===== config.mk =====
export PLATFORM = sky130hd
export DESIGN_NAME = ifid_pipe_ctrl_flat
export DESIGN_NICKNAME = d
export VERILOG_FILES = /design/src/rtl/wisc_pkg.sv /design/src/rtl/ifid_pipe_ctrl_if.sv /design/src/rtl/ifid_hazard_detect.sv /design/src/rtl/ifid_pipe_ctrl.sv /design/src/flat_wrapper.sv
export SDC_FILE = /design/constraint.sdc
export NUM_CORES = 1
export LEC_CHECK = 0
export BUFFER_PORTS_ARGS = -buffer_cell sky130_fd_sc_hd__buf_2
export CORE_MARGIN = 4
export CORE_UTILIZATION = 40
export DETAILED_ROUTE_END_ITERATION = 12
export PLACE_DENSITY_LB_ADDON = 0.08
export SLEW_MARGIN = 30
export SYNTH_ARGS = -nofsm -noshare
export SYNTH_HDL_FRONTEND = slang
export SYNTH_SLANG_ARGS = --single-unit

===== constraint.sdc =====
create_clock -name clk -period 2.6 [get_ports clk]
set_input_delay 0.26 -clock clk [delete_from_list [all_inputs] [get_ports clk]]
set_output_delay 0.26 -clock clk [all_outputs]
set_load 0.005 [all_outputs]

===== src/rtl/wisc_pkg.sv =====
// Shared WISC-S15 definitions: opcode encodings, the NOP instruction word
// and the IF/ID sequencing controller state encoding.
package wisc_pkg;

    localparam logic [3:0] OP_LW   = 4'h8;
    localparam logic [3:0] OP_SW   = 4'h9;
    localparam logic [3:0] OP_B    = 4'hC;
    localparam logic [3:0] OP_CALL = 4'hD;
    localparam logic [3:0] OP_RET  = 4'hE;
    localparam logic [3:0] OP_HLT  = 4'hF;

    // Instruction word loaded into IF/ID when it is flushed.
    localparam logic [15:0] NOP_INSTR = 16'h0000;

    typedef enum logic [2:0] {
        ST_FILL      = 3'd0,
        ST_RUN       = 3'd1,
        ST_FLUSH     = 3'd2,
        ST_IMEM_WAIT = 3'd3,
        ST_HALT      = 3'd4
    } ctrl_state_t;

endpackage


===== src/rtl/ifid_pipe_ctrl_if.sv =====
// Signal bundle between the pipeline datapath (master) and the IF/ID
// sequencing controller (slave). Defining IFID_PIPE_CTRL_PERF_EN adds the
// stall/flush performance counters to the bundle.
interface ifid_pipe_ctrl_if;

    logic       imem_valid;
    logic [3:0] id_opcode;
    logic [3:0] id_rs;
    logic [3:0] id_rt;
    logic       ex_mem_read;
    logic [3:0] ex_rd;
    logic       ex_branch_taken;

    logic       pc_we;
    logic       ifid_we;
    logic       ifid_flush;
    logic       idex_bubble;
    logic       halted;
    logic [2:0] state;

`ifdef IFID_PIPE_CTRL_PERF_EN
    logic [15:0] stall_cnt;
    logic [15:0] flush_cnt;

    modport master (
        output imem_valid, id_opcode, id_rs, id_rt, ex_mem_read, ex_rd, ex_branch_taken,
        input  pc_we, ifid_we, ifid_flush, idex_bubble, halted, state, stall_cnt, flush_cnt
    );

    modport slave (
        input  imem_valid, id_opcode, id_rs, id_rt, ex_mem_read, ex_rd, ex_branch_taken,
        output pc_we, ifid_we, ifid_flush, idex_bubble, halted, state, stall_cnt, flush_cnt
    );
`else
    modport master (
        output imem_valid, id_opcode, id_rs, id_rt, ex_mem_read, ex_rd, ex_branch_taken,
        input  pc_we, ifid_we, ifid_flush, idex_bubble, halted, state
    );

    modport slave (
        input  imem_valid, id_opcode, id_rs, id_rt, ex_mem_read, ex_rd, ex_branch_taken,
        output pc_we, ifid_we, ifid_flush, idex_bubble, halted, state
    );
`endif

endinterface


===== src/rtl/ifid_hazard_detect.sv =====
// Load-use hazard compare between the load in EX and the operands in ID.
// Purely combinational so the forwarding unit can reuse it.
module ifid_hazard_detect (
    input  logic       mem_read_i,
    input  logic [3:0] rd_i,
    input  logic [3:0] rs_i,
    input  logic [3:0] rt_i,
    output logic       lu_o
);

    // R0 is hardwired to zero, so a load targeting it never creates a hazard.
    assign lu_o = mem_read_i && (rd_i != 4'd0) && ((rd_i == rs_i) || (rd_i == rt_i));

endmodule


===== src/rtl/ifid_pipe_ctrl.sv =====
// IF/ID hazard and sequencing controller for the WISC-S15 pipeline.
// Decides each cycle whether PC and IF/ID load, hold or flush, and whether a
// bubble enters ID/EX. Outputs are Mealy (state plus current inputs).
// Optional macro IFID_PIPE_CTRL_PERF_EN adds saturating stall/flush counters.
module ifid_pipe_ctrl
    import wisc_pkg::*;
#(
    // Fetches squashed after a taken branch, including the branch cycle; 1..7.
    parameter int FLUSH_CYCLES = 2
) (
    input  logic             clk,
    input  logic             rst,
    ifid_pipe_ctrl_if.slave  bus
);

    localparam logic [2:0] FLUSH_LOAD = 3'(FLUSH_CYCLES - 1);

    ctrl_state_t state_q, state_d;
    logic [2:0]  cnt_q, cnt_d;
    logic        lu;
    logic        pc_we, ifid_we, ifid_flush, idex_bubble, halted;

    ifid_hazard_detect u_hazard (
        .mem_read_i (bus.ex_mem_read),
        .rd_i       (bus.ex_rd),
        .rs_i       (bus.id_rs),
        .rt_i       (bus.id_rt),
        .lu_o       (lu)
    );

    // State and flush counter registers; reset discards any pending flush.
    always_ff @(posedge clk or posedge rst) begin
        if (rst) begin
            state_q <= ST_FILL;
            cnt_q   <= 3'd0;
        end else begin
            // NOTE: state registers use non-blocking assignments so every flop samples pre-edge values.
            state_q <= state_d;
            cnt_q   <= cnt_d;
        end
    end

    // Next-state and Mealy output decode.
    always_comb begin
        // NOTE: every variable gets a default before the case so no latch is inferred.
        state_d     = state_q;
        cnt_d       = cnt_q;
        pc_we       = 1'b0;
        ifid_we     = 1'b0;
        ifid_flush  = 1'b0;
        idex_bubble = 1'b0;
        halted      = 1'b0;

        case (state_q)
            ST_FILL: begin
                pc_we       = 1'b1;
                ifid_flush  = 1'b1;
                idex_bubble = 1'b1;
                state_d     = ST_RUN;
            end

            ST_RUN: begin
                if (bus.ex_branch_taken) begin
                    pc_we       = 1'b1;
                    ifid_flush  = 1'b1;
                    idex_bubble = 1'b1;
                    if (FLUSH_CYCLES > 1) begin
                        state_d = ST_FLUSH;
                        cnt_d   = FLUSH_LOAD;
                    end
                end else if (lu) begin
                    // Hold PC and IF/ID; the load leaves EX next cycle.
                    idex_bubble = 1'b1;
                end else if (!bus.imem_valid) begin
                    state_d = ST_IMEM_WAIT;
                end else if (bus.id_opcode == OP_HLT) begin
                    idex_bubble = 1'b1;
                    state_d     = ST_HALT;
                end else begin
                    pc_we   = 1'b1;
                    ifid_we = 1'b1;
                end
            end

            ST_FLUSH: begin
                // Only bubbles are in EX here, so a branch cannot be taken.
                ifid_flush  = 1'b1;
                idex_bubble = 1'b1;
                pc_we       = bus.imem_valid;
                if (bus.imem_valid) begin
                    if (cnt_q <= 3'd1) begin
                        state_d = ST_RUN;
                    end else begin
                        cnt_d = cnt_q - 3'd1;
                    end
                end
            end

            ST_IMEM_WAIT: begin
                if (bus.ex_branch_taken) begin
                    pc_we       = 1'b1;
                    ifid_flush  = 1'b1;
                    idex_bubble = 1'b1;
                    if (FLUSH_CYCLES > 1) begin
                        state_d = ST_FLUSH;
                        cnt_d   = FLUSH_LOAD;
                    end else begin
                        state_d = ST_RUN;
                    end
                end else if (bus.imem_valid) begin
                    pc_we   = 1'b1;
                    ifid_we = 1'b1;
                    state_d = ST_RUN;
                end else begin
                    idex_bubble = 1'b1;
                end
            end

            ST_HALT: begin
                halted      = 1'b1;
                idex_bubble = 1'b1;
            end

            default: begin
                state_d = ST_FILL;
            end
        endcase
    end

    assign bus.pc_we       = pc_we;
    assign bus.ifid_we     = ifid_we;
    assign bus.ifid_flush  = ifid_flush;
    assign bus.idex_bubble = idex_bubble;
    assign bus.halted      = halted;
    assign bus.state       = state_q;

`ifdef IFID_PIPE_CTRL_PERF_EN
    logic [15:0] stall_cnt_q;
    logic [15:0] flush_cnt_q;

    // Saturating counters of frozen-PC cycles and flushed-fetch cycles.
    always_ff @(posedge clk or posedge rst) begin
        if (rst) begin
            stall_cnt_q <= 16'd0;
            flush_cnt_q <= 16'd0;
        end else begin
            if (!pc_we && (state_q != ST_HALT) && (stall_cnt_q != 16'hFFFF)) begin
                stall_cnt_q <= stall_cnt_q + 16'd1;
            end
            if (ifid_flush && (state_q != ST_FILL) && (flush_cnt_q != 16'hFFFF)) begin
                flush_cnt_q <= flush_cnt_q + 16'd1;
            end
        end
    end

    assign bus.stall_cnt = stall_cnt_q;
    assign bus.flush_cnt = flush_cnt_q;
`endif

endmodule


===== src/flat_wrapper.sv =====
// flat-port wrapper written by rule: the top's interface ports become plain ports
module ifid_pipe_ctrl_flat import wisc_pkg::*;
#(
                                                                               
    parameter int FLUSH_CYCLES = 2
)
  (clk, rst, bus_imem_valid, bus_id_opcode, bus_id_rs, bus_id_rt, bus_ex_mem_read, bus_ex_rd, bus_ex_branch_taken, bus_pc_we, bus_ifid_we, bus_ifid_flush, bus_idex_bubble, bus_halted, bus_state);
  ifid_pipe_ctrl_if bus_i ();
  input  logic clk;
  input  logic rst;
  input wire logic [$bits(bus_i.imem_valid)-1:0] bus_imem_valid;
  input wire logic [$bits(bus_i.id_opcode)-1:0] bus_id_opcode;
  input wire logic [$bits(bus_i.id_rs)-1:0] bus_id_rs;
  input wire logic [$bits(bus_i.id_rt)-1:0] bus_id_rt;
  input wire logic [$bits(bus_i.ex_mem_read)-1:0] bus_ex_mem_read;
  input wire logic [$bits(bus_i.ex_rd)-1:0] bus_ex_rd;
  input wire logic [$bits(bus_i.ex_branch_taken)-1:0] bus_ex_branch_taken;
  output wire logic [$bits(bus_i.pc_we)-1:0] bus_pc_we;
  output wire logic [$bits(bus_i.ifid_we)-1:0] bus_ifid_we;
  output wire logic [$bits(bus_i.ifid_flush)-1:0] bus_ifid_flush;
  output wire logic [$bits(bus_i.idex_bubble)-1:0] bus_idex_bubble;
  output wire logic [$bits(bus_i.halted)-1:0] bus_halted;
  output wire logic [$bits(bus_i.state)-1:0] bus_state;
  assign bus_i.imem_valid = bus_imem_valid;
  assign bus_i.id_opcode = bus_id_opcode;
  assign bus_i.id_rs = bus_id_rs;
  assign bus_i.id_rt = bus_id_rt;
  assign bus_i.ex_mem_read = bus_ex_mem_read;
  assign bus_i.ex_rd = bus_ex_rd;
  assign bus_i.ex_branch_taken = bus_ex_branch_taken;
  assign bus_pc_we = bus_i.pc_we;
  assign bus_ifid_we = bus_i.ifid_we;
  assign bus_ifid_flush = bus_i.ifid_flush;
  assign bus_idex_bubble = bus_i.idex_bubble;
  assign bus_halted = bus_i.halted;
  assign bus_state = bus_i.state;
  ifid_pipe_ctrl #(.FLUSH_CYCLES(FLUSH_CYCLES)) u_core (.clk(clk), .rst(rst), .bus(bus_i));
endmodule

Yosys cells after proc, flatten, opt, wreduce, memory -nomap -nowiden
Cells that the tools add are included.

word-level totals
  word-level logic and storage cells = 63
  output and inout bits = 8
  register bits = 6
  input port bits = 21

cells by class
  $add $sub $neg = 1
  equality and inequality tests = 14
  reduce and logical (&&, ||, !) cells = 11
  mux-type cells = 33
  magnitude comparators = 1
  bitwise operators = 1

operator list
  kind                   number
  $mux W3                11
  $mux W1                16
  $pmux W3 S5            1
  $eq A4 B4 Y1           2
  $eq A3 B2 Y1 const B   2
  $ne A3 B3 Y1 const B   2
  $pmux W3 S2            1
  $reduce_and A6 Y1      1
  $eq A4 B4 Y1 const B   1
  $ne A2 B1 Y1 const B   2
  $ne A2 B2 Y1 const B   2
  $ne A4 B3 Y1 const B   1
  $pmux W1 S2            2
  $pmux W1 S4            1
  $reduce_and A4 Y1      1
  $reduce_bool A4 Y1     1
  $reduce_or A2 Y1       2
  $eq A3 B1 Y1 const B   1
  $eq A3 B3 Y1 const B   1
  $le A3 B1 Y1 const B   1
  $logic_not A3 Y1       1
  $pmux W1 S3            1
  $reduce_or A3 Y1       1
  $sub A3 B1 Y3 const B  1
  4 further kinds        5

Depth between registers and ports, before layout
Gate-level depths: netlist of run 1.

  depth after elaboration = 6
  gate-level depth with buffers = 7
  depth with buffers taken out = 7

Hierarchy
Synthesis of run 1 repeated with hierarchy kept, for this count alone.

unflattened totals
  cells, all modules = 66
  area total of the unflattened synthesis = 580.6 um^2

modules (own cells, without submodules)
  module              area each (um^2)  times used  cells each  sequential area each (um^2)
  ifid_pipe_ctrl      484.2             1           54          150.1
  ifid_hazard_detect  96.3              1           12          0.0

Worst setup path after synthesis of run 1
OpenSTA, ideal clock, no wires.

  kind = input to output
  start = input bus_ex_rd[0]
  end = output bus_idex_bubble
  path buffers = 0
  slack = 1107 ps
  cell stages on the path = 4
  arrival = 1233 ps
  data required time = 2340 ps
  cell sequence = or4_4 > o211ai_2 > a21oi_1 > o31a_1

on the way
  longest elaborated chain between the ends = 6
  elaborated cells on any way between the ends = 9
  those cells by class = 2 x eq/ne; 3 x mux; 4 x reduce/logical

RTL lines
  item                                                              RTL line                  RTL
  start: declaration                                                flat_wrapper.sv:16        input wire logic [$bits(bus_i.ex_rd)-1:0] bus_ex_rd;
  $eq A4 B4 Y1 / $reduce_bool A4 Y1 (equally long branches)         ifid_hazard_detect.sv:12  assign lu_o = mem_read_i && (rd_i != 4'd0) && ((rd_i == rs_i) || (rd_i == rt_i));
  $logic_or A1 B1 Y1 / $logic_and A1 B1 Y1 (equally long branches)  ifid_hazard_detect.sv:12
  $logic_and A1 B1 Y1 *                                             ifid_hazard_detect.sv:12
  $mux W1 *                                                         ifid_pipe_ctrl.sv:71      end else if (lu) begin
  $mux W1 *                                                         ifid_pipe_ctrl.sv:63      if (bus.ex_branch_taken) begin
  $pmux W1 S3 *                                                     ifid_pipe_ctrl.sv:54      case (state_q)
  end: declaration                                                  flat_wrapper.sv:21        output wire logic [$bits(bus_i.idex_bubble)-1:0] bus_idex_bubble;

Every way passes the cells marked *; elsewhere a longest branch is shown, timed or not.

Final worst setup path of run 1
Ends and elaborated chain as after synthesis.

==> metrics.md, run 1 <==
| Metric | Value |
|---|---|
| Largest net degree at the start of global routing | `19` |
| CTS max path bufs | `2` |
| Status | `finished, final reports clean` |
| Reg area | `150.1 um^2` |
| Setup WS post-layout | `821.9 ps` |
| DPL Wire Length | `1190 um` |
| WP data arrival | `1520 ps` |
| Max Cap Viol | `0` |
| First-pass DRT Iterations | `4` |
| Setup repair bufs after CTS | `0` |
| Gate Count Post-Synth | `77` |
| RD Place Congestion | `0.7939` |
| Top_reg_cell synth | `dfrtp_1` |
| RSZ-0062 raised after global routing | `false` |
| Critical Path RT | `2340 ps` |
| Endpoint type of the worst setup path | `primary output` |
| Total Routing Usage GR | `12.81%` |
| Flops & latches, synth | `6` |
| Multi-input logic area | `470.5 um^2` |
| Root Buffer | `clkbuf_4` |
| Die span in y | `48.72 um` |
| Peak Freq | `562.4 MHz` |
| Worst-Margin Slew | `500.9 ps` |
| Slowest Stage Delay on Critical Path | `530 ps` |
| Rel. slew slack | `66.61%` |
| Hold Startpoint | `bus_ex_branch_taken` |
| EDFF count, synth | `0` |
| Setup_tns | `0 ps` |
| Static leakage | `0.0003932 uW` |
| Delay-heaviest family, CP | `simple AND/OR/NAND/NOR gates` |
| GRT overflow | `0` |
| Row cnt | `14` |
| Fin util | `53.73%` |
| # fillers | `149` |
| Yosys cell types | `36` |
| Pins Over Slew Limit | `0` |
| CTS H-tree lvls | `1` |
| IO buf count | `28` |
| Clock Latency Late Sink | `240 ps` |
| Wire per inst | `12.31 um` |
| Vias | `655` |
| Synthesis warning total | `0` |
| Clock sinks | `6` |
| Worst path buffer plus inverter count | `2` |
| Crit path kind | `input pin to primary output` |
| # IOs | `29` |
| Largest cells by area after synthesis | `dfrtp_1 (23%), xor2_1 (11%), nor4_2 (5.7%)` |
| Die ar. | `2373 um^2` |
| Async set-reset flop share out of synthesis | `100.0%` |
| Num CTS Buffers | `3` |
| Post-synth top area cell | `dfrtp_1` |
| Worst Setup SP | `bus_ex_rd[0]` |
| CP max-delay cell | `or4_4` |
| Most frequent cell after synthesis | `xor2_1` |
| Share of the synthesized area in the top cell type | `22.64%` |
| Drt first-iter violations | `8` |
| ANT cells | `0` |
| # setup viols final | `0` |
| Pwr Density | `719.7 nW/um^2` |
| Syn_nets | `100` |
| Final period util | `68.39%` |
| Initial Utilization | `43.02%` |
| CP Max Fanout | `4` |
| Post-route ant nets | `0` |
| Reg-to-reg startpoint | `u_core.bus.state[2]` |
| Hold Violations, Final | `0` |
| Crit-path cells | `buf_2 -> or4_4 -> o211ai_2 -> a21oi_1 -> o31a_1 -> buf_2` |
| CP Launch Type | `input pin` |
| WL final | `1502 um` |
| Initial antenna violation count | `0` |
| Die X | `48.72 um` |
| Hold Crit Class | `input pin to register` |
| Most frequent CP cell | `buf_2` |
| Pre-CTS setup slack | `814.5 ps` |
| Average size of a mapped cell | `8.612 um^2` |
| Clock skew | `3.717 ps` |
| Routed vias/inst | `5.369` |
| Final min period | `1778 ps` |
| Share of cells above drive strength 1 | `39.62%` |
| Maximum VDD drop | `0.0005883 V` |
| P&R area growth vs syn | `24.91%` |
| Top cell types by occurrence after synthesis | `xor2_1 (8), nor2_1 (7), dfrtp_1 (6), nand2_1 (6)` |
| Vias in the first global route | `617` |
| CTS tree | `built` |
| Syn Std Cell Area | `663.1 um^2` |
| Residual DRC count | `0` |
| CTS clk-pin slew, worst paths | `50 ps` |
| Post-synthesis sequential area ratio | `22.64%` |
| Core ar. | `1541 um^2` |
| Final nets | `131` |
| First-pass GRT wire length | `2573 um` |
worst register-to-register path, cell delays in order (launching register included):
cell and delay (ps):
dfrtp_1 550, nor3b_1 250, a21oi_1 190, o31ai_1 110, o21bai_1 170, a21o_2 220
state kept, by name, indices dropped and copies added (netlist names):
register	count
u_core.bus.state	3
u_core.cnt_q	3
power by group:
| part | internal (uW) | switching [uW] |
|---|---|---|
| Sequential | 126 | 85.1 |
| Combinational | 163 | 136 |
| Clock | 52.3 | 34.4 |
area by class of cell:
class                   instances  share of cell area (%)
inverters                       4                   1.813
flip-flops and latches          6                   18.13
repair buffers                 29                   18.13
multi-input cells              64                   56.80
clock buffers                   3                   2.719
well taps                      16                   2.417
path summary, 6_finish.rpt:
check	slack, ps	cells after the start	to
hold reg to reg	510	2	u_core.cnt_q[1]
setup reg to reg	1000	5	u_core.bus.state[0]
max in group asynchronous	1920	3	u_core.bus.state[0]
setup / recovery	820	6	bus_idex_bubble
min in group asynchronous	480	3	u_core.bus.state[1]
hold / removal	390	3	u_core.bus.state[1]
metrics by stage:
stage | area (um^2) | power, uW | hold slack (ps) | instances
4_1_cts | 828.3 | 603.1 | 393.3 | 122
3_3_place_gp | 795.8 | 511.8 | 179.6 | 118
6_report | 828.3 | 596.1 | 392.6 | 122
3_5_place_dp | 795.8 | 512.7 | 182.6 | 118
5_1_grt | 828.3 | 659.3 | 420.3 | 122
2_1_floorplan | 663.1 | 443.6 | 50.96 | 77
placed cells by master, fill, tap and decap left out, drive strengths merged:
master | netlist | final
buf | 3 | 28
xor2 | 8 | 8
nor2 | 7 | 7
nand2 | 6 | 6
dfrtp | 6 | 6
nor2b | 4 | 4
o21ai | 4 | 4
inv | 4 | 4
a21oi | 4 | 4
nor4 | 4 | 4
nand3 | 3 | 3
clkbuf | 0 | 3
o21bai | 2 | 2
ha | 2 | 2
o211ai | 2 | 2
a21o | 2 | 2
a211oi | 2 | 2
o21ba | 1 | 1
nor3 | 1 | 1
nand3b | 1 | 1
o41ai | 1 | 1
nand4 | 1 | 1
a31oi | 1 | 1
nor3b | 1 | 1
o31ai | 1 | 1
nand2b | 1 | 1
or4 | 1 | 1
or2b | 1 | 1
o31a | 1 | 1
and3b | 1 | 1
mux2i | 1 | 1
dlygate4sd3 | 0 | 1
cell families after synthesis:
kind of cell | after synthesis | synth area share (%)
AND/OR/NAND/NOR | 32 | 31.51
XOR/XNOR | 8 | 10.57
AO/OA/AOI/OAI | 21 | 23.59
multiplexers | 1 | 1.509
flip-flops | 6 | 22.64
adder cells (fa/ha/maj) | 2 | 3.773
buffers and inverters | 7 | 6.413
what timing repair did:
action,in CTS,in global routing
hold buffers,1,0
endpoints found under the hold margin,6,0
gates resized for setup,0,0
setup endpoints to repair,0,0
layer usage:
metal	track usage (%)	vias to the layer above	routed length, um
li1	-	336	-
met1	16.29	300	696
met2	21.09	19	700
met3	4.908	0	106
met4	1.345	0	0
met5	0	-	0
No activity file was read; power rests on OpenSTA's default activity.
==> run 2: changes to the inputs <==
--- a/config.mk
+++ b/config.mk
@@ -5,6 +5,7 @@
 export SDC_FILE = /design/constraint.sdc
 export NUM_CORES = 1
 export LEC_CHECK = 0
+export ABC_AREA = 1
 export BUFFER_PORTS_ARGS = -buffer_cell sky130_fd_sc_hd__buf_2
 export CORE_MARGIN = 4
 export CORE_UTILIZATION = 40
==> constraint.sdc (replaced) <==
create_clock -name clk -period 1.4 [get_ports clk]
set_input_delay 0.14 -clock clk [delete_from_list [all_inputs] [get_ports clk]]
set_output_delay 0.14 -clock clk [all_outputs]
set_load 0.005 [all_outputs]
==> run 2 against run 1 <==
The flow now finishes with violations (setup timing); clock power increased by 97%; synthesized cell count is 73% higher; synthesized area grew 7.2%; final cell count is 70% higher; sequential cell count did not move; worst setup slack got worse by 940 ps; largest cell class unchanged; critical path type is now register to primary output; power down 25%; highest routed layer is now met4.
==> metrics.md, run 2 <==
| Metric | Value |
|---|---|
| Die X | `50.15 um` |
| Clock skew | `8.581 ps` |
| P&R area growth vs syn | `62.50%` |
| First-pass GRT wire length | `3332 um` |
| CTS H-tree lvls | `1` |
| Maximum VDD drop | `0.0004236 V` |
| Root Buffer | `clkbuf_4` |
| Total Routing Usage GR | `16.73%` |
| FF-to-FF End | `u_core.cnt_q[1]` |
| Register-to-Register Path Depth | `8` |
| WP data arrival | `1380 ps` |
| Initial Utilization | `44.58%` |
| GRT overflow | `0` |
| Clock sinks | `6` |
| Syn Std Cell Area | `710.7 um^2` |
| DPL Wire Length | `1453 um` |
| CTS tree | `built` |
| WL met3 | `126 um` |
| Wire per inst | `11.06 um` |
| Metal1 wirelength | `950 um` |
| Share of cells above drive strength 1 | `40.76%` |
| Fin area | `1155 um^2` |
| Delay-heaviest family, CP | `buffers and inverters` |
| Post-synthesis sequential area ratio | `21.13%` |
| Rel. slew slack | `83.78%` |
| Pins Over Slew Limit | `0` |
| Peak Freq | `656.9 MHz` |
| Die span in y | `50.15 um` |
| CP Launch Type | `register` |
| Worst-Margin Slew | `242.4 ps` |
| Static leakage | `0.0006503 uW` |
| RSZ-0062 raised after global routing | `true` |
| # setup viols final | `10` |
| Crit path kind | `register to primary output` |
| Highest routed layer | `met4` |
| Crit-path cells | `inv_2 -> buf_4 -> buf_4 -> o21ai_0 -> nand2_1 -> buf_2` |
| Status | `finished with violations` |
| Worst Setup EP | `bus_pc_we` |
| Share of the synthesized area in the top cell type | `28.52%` |
| EDFF count, synth | `0` |
| IO buf count | `28` |
| Top cell types by occurrence after synthesis | `nand2_1 (54), inv_1 (26), nor2_1 (14), nand3_1 (9), dfrtp_1 (6)` |
| Die ar. | `2515 um^2` |
| CP Max Fanout | `4` |
| CTS max path bufs | `2` |
| Yosys cell types | `17` |
| Most frequent cells in the layout | `nand2_1 (51), buf_2 (28), inv_1 (20), buf_4 (14), nor2_1 (10)` |
| Drt first-iter violations | `26` |
| # fillers | `130` |
| Post-route ant nets | `0` |
| Reg2Reg Setup Slack | `-100 ps` |
| Largest net degree at the start of global routing | `7` |
| Num CTS Buffers | `3` |
| Core ar. | `1594 um^2` |
| Reg-to-reg startpoint | `u_core.bus.state[2]` |
| Endpoint type of the worst setup path | `primary output` |
| Most frequent CP cell | `buf_4` |
| CP Depth | `6` |
| Hold Crit Class | `input pin to async pin` |
| Post-layout power | `444.8 uW` |
| Syn_nets | `156` |
| Placed inst area | `910.9 um^2` |
| RD Place Congestion | `0.8156` |
| Worst Setup SP | `u_core.bus.state[1]` |
| Post-synth top area cell | `nand2_1` |
| Routed vias/inst | `4.639` |
| Failing checks | `setup timing` |
| Flops & latches, synth | `6` |
| Synthesis warning total | `0` |
| Async set-reset flop share out of synthesis | `100.0%` |
| # IOs | `29` |
| Commonest non-fill, non-tap cell in the layout | `nand2_1` |
| Max Cap Viol | `0` |
| Final period util | `108.7%` |
| First-pass DRT Iterations | `4` |
| Row cnt | `14` |
| Residual DRC count | `0` |
| Vias | `965` |
| CTS clk-pin slew, worst paths | `50 ps` |
| Hold Violations, Final | `0` |
| Worst path buffer plus inverter count | `4` |
| Met2 routed WL | `1201 um` |
| Setup WS post-layout | `-122.4 ps` |
| Gate Count Post-Synth | `133` |
| Hold WS | `362.6 ps` |
| Top_reg_cell synth | `dfrtp_1` |
| Fin util | `72.45%` |
| WL final | `2301 um` |
| Clock Latency Late Sink | `260 ps` |
| Average size of a mapped cell | `5.343 um^2` |
| Slowest Stage Delay on Critical Path | `400 ps` |
| Final nets | `209` |
| Largest cells by area after synthesis | `nand2_1 (29%), dfrtp_1 (21%), inv_1 (14%)` |
| CP max-delay cell | `dfrtp_1` |
| Most frequent cell after synthesis | `nand2_1` |
| Pwr Density | `385.2 nW/um^2` |
| Initial antenna violation count | `0` |
| ANT cells | `0` |
| Setup_tns | `-693.4 ps` |
| Final min period | `1522 ps` |
| Critical Path RT | `1260 ps` |
| Vias in the first global route | `841` |
-- run 2: changes by cell type after synthesis, moves of 4 or more --
cell / change
xor2_1: -8
nor2b_1: -4
nand2_1: +48
inv_1: +22
nor2_1: +7
nand3_1: +6
-- run 2: worst min-delay path: stages --
cell,delay [ps]
dlygate4sd3_1,550
buf_2,120
inv_1,190
-- run 2: cell type report --
type	count	area, um^2	area share, %
multi-input cells	101	540.5	46.80
repair buffers	48	311.5	26.98
flip-flops and latches	6	152.6	13.22
inverters	26	97.59	8.451
well taps	24	30.03	2.600
clock buffers	3	22.52	1.950
-- run 2: worst min path at each step --
| stage | cells after the start | start | end |
|---|---|---|---|
| after floorplan | 1 | rst | u_core.bus.state[0] |
| after global placement | 2 | rst | u_core.cnt_q[0] |
| after detailed placement | 2 | rst | u_core.cnt_q[0] |
| after CTS | 3 | rst | u_core.cnt_q[0] |
| after global routing | 3 | rst | u_core.cnt_q[0] |
| final | 3 | rst | u_core.cnt_q[0] |
-- run 2: power breakdown --
group          switching (uW)  internal, uW
Combinational            57.3          42.7
Clock                    73.3          97.7
Sequential                  0           174
-- run 2: logic make-up (layout without fill, tap and decap cells) --
kind of cell	count (synthesis)	after routing	share of synthesized area, %
and+or+nand+nor	84	84	48.42
buffers and inverters	26	77	13.73
AOI/OAI and AO/OA	14	14	11.97
DFF	6	6	21.13
adders and majority gates	2	2	3.521
xor gates and xnor gates	1	1	1.233
-- run 2: what timing repair did --
item / in CTS / in global routing
endpoints found under the setup margin: 3 / 10
pin swaps: 4 / 8
endpoints found under the hold margin: 6 / 0
setup buffers: 12 / 5
resized for setup: 15 / 17
hold buffers: 1 / 0
-- run 2: per-stage QoR --
stage	setup slack, ps	cells
after CTS	-98.68	205
after detailed placement	-38.47	189
after floorplan	147.7	133
after global placement	-54.32	189
after global routing	-259.4	208
final	-122.4	208
-- run 2: metal layers --
| metal | track usage (%) | vias up |
|---|---|---|
| li1 | - | 509 |
| met1 | 19.96 | 421 |
| met2 | 31.52 | 33 |
| met3 | 2.663 | 2 |
| met4 | 2.765 | 0 |
| met5 | 0 | - |
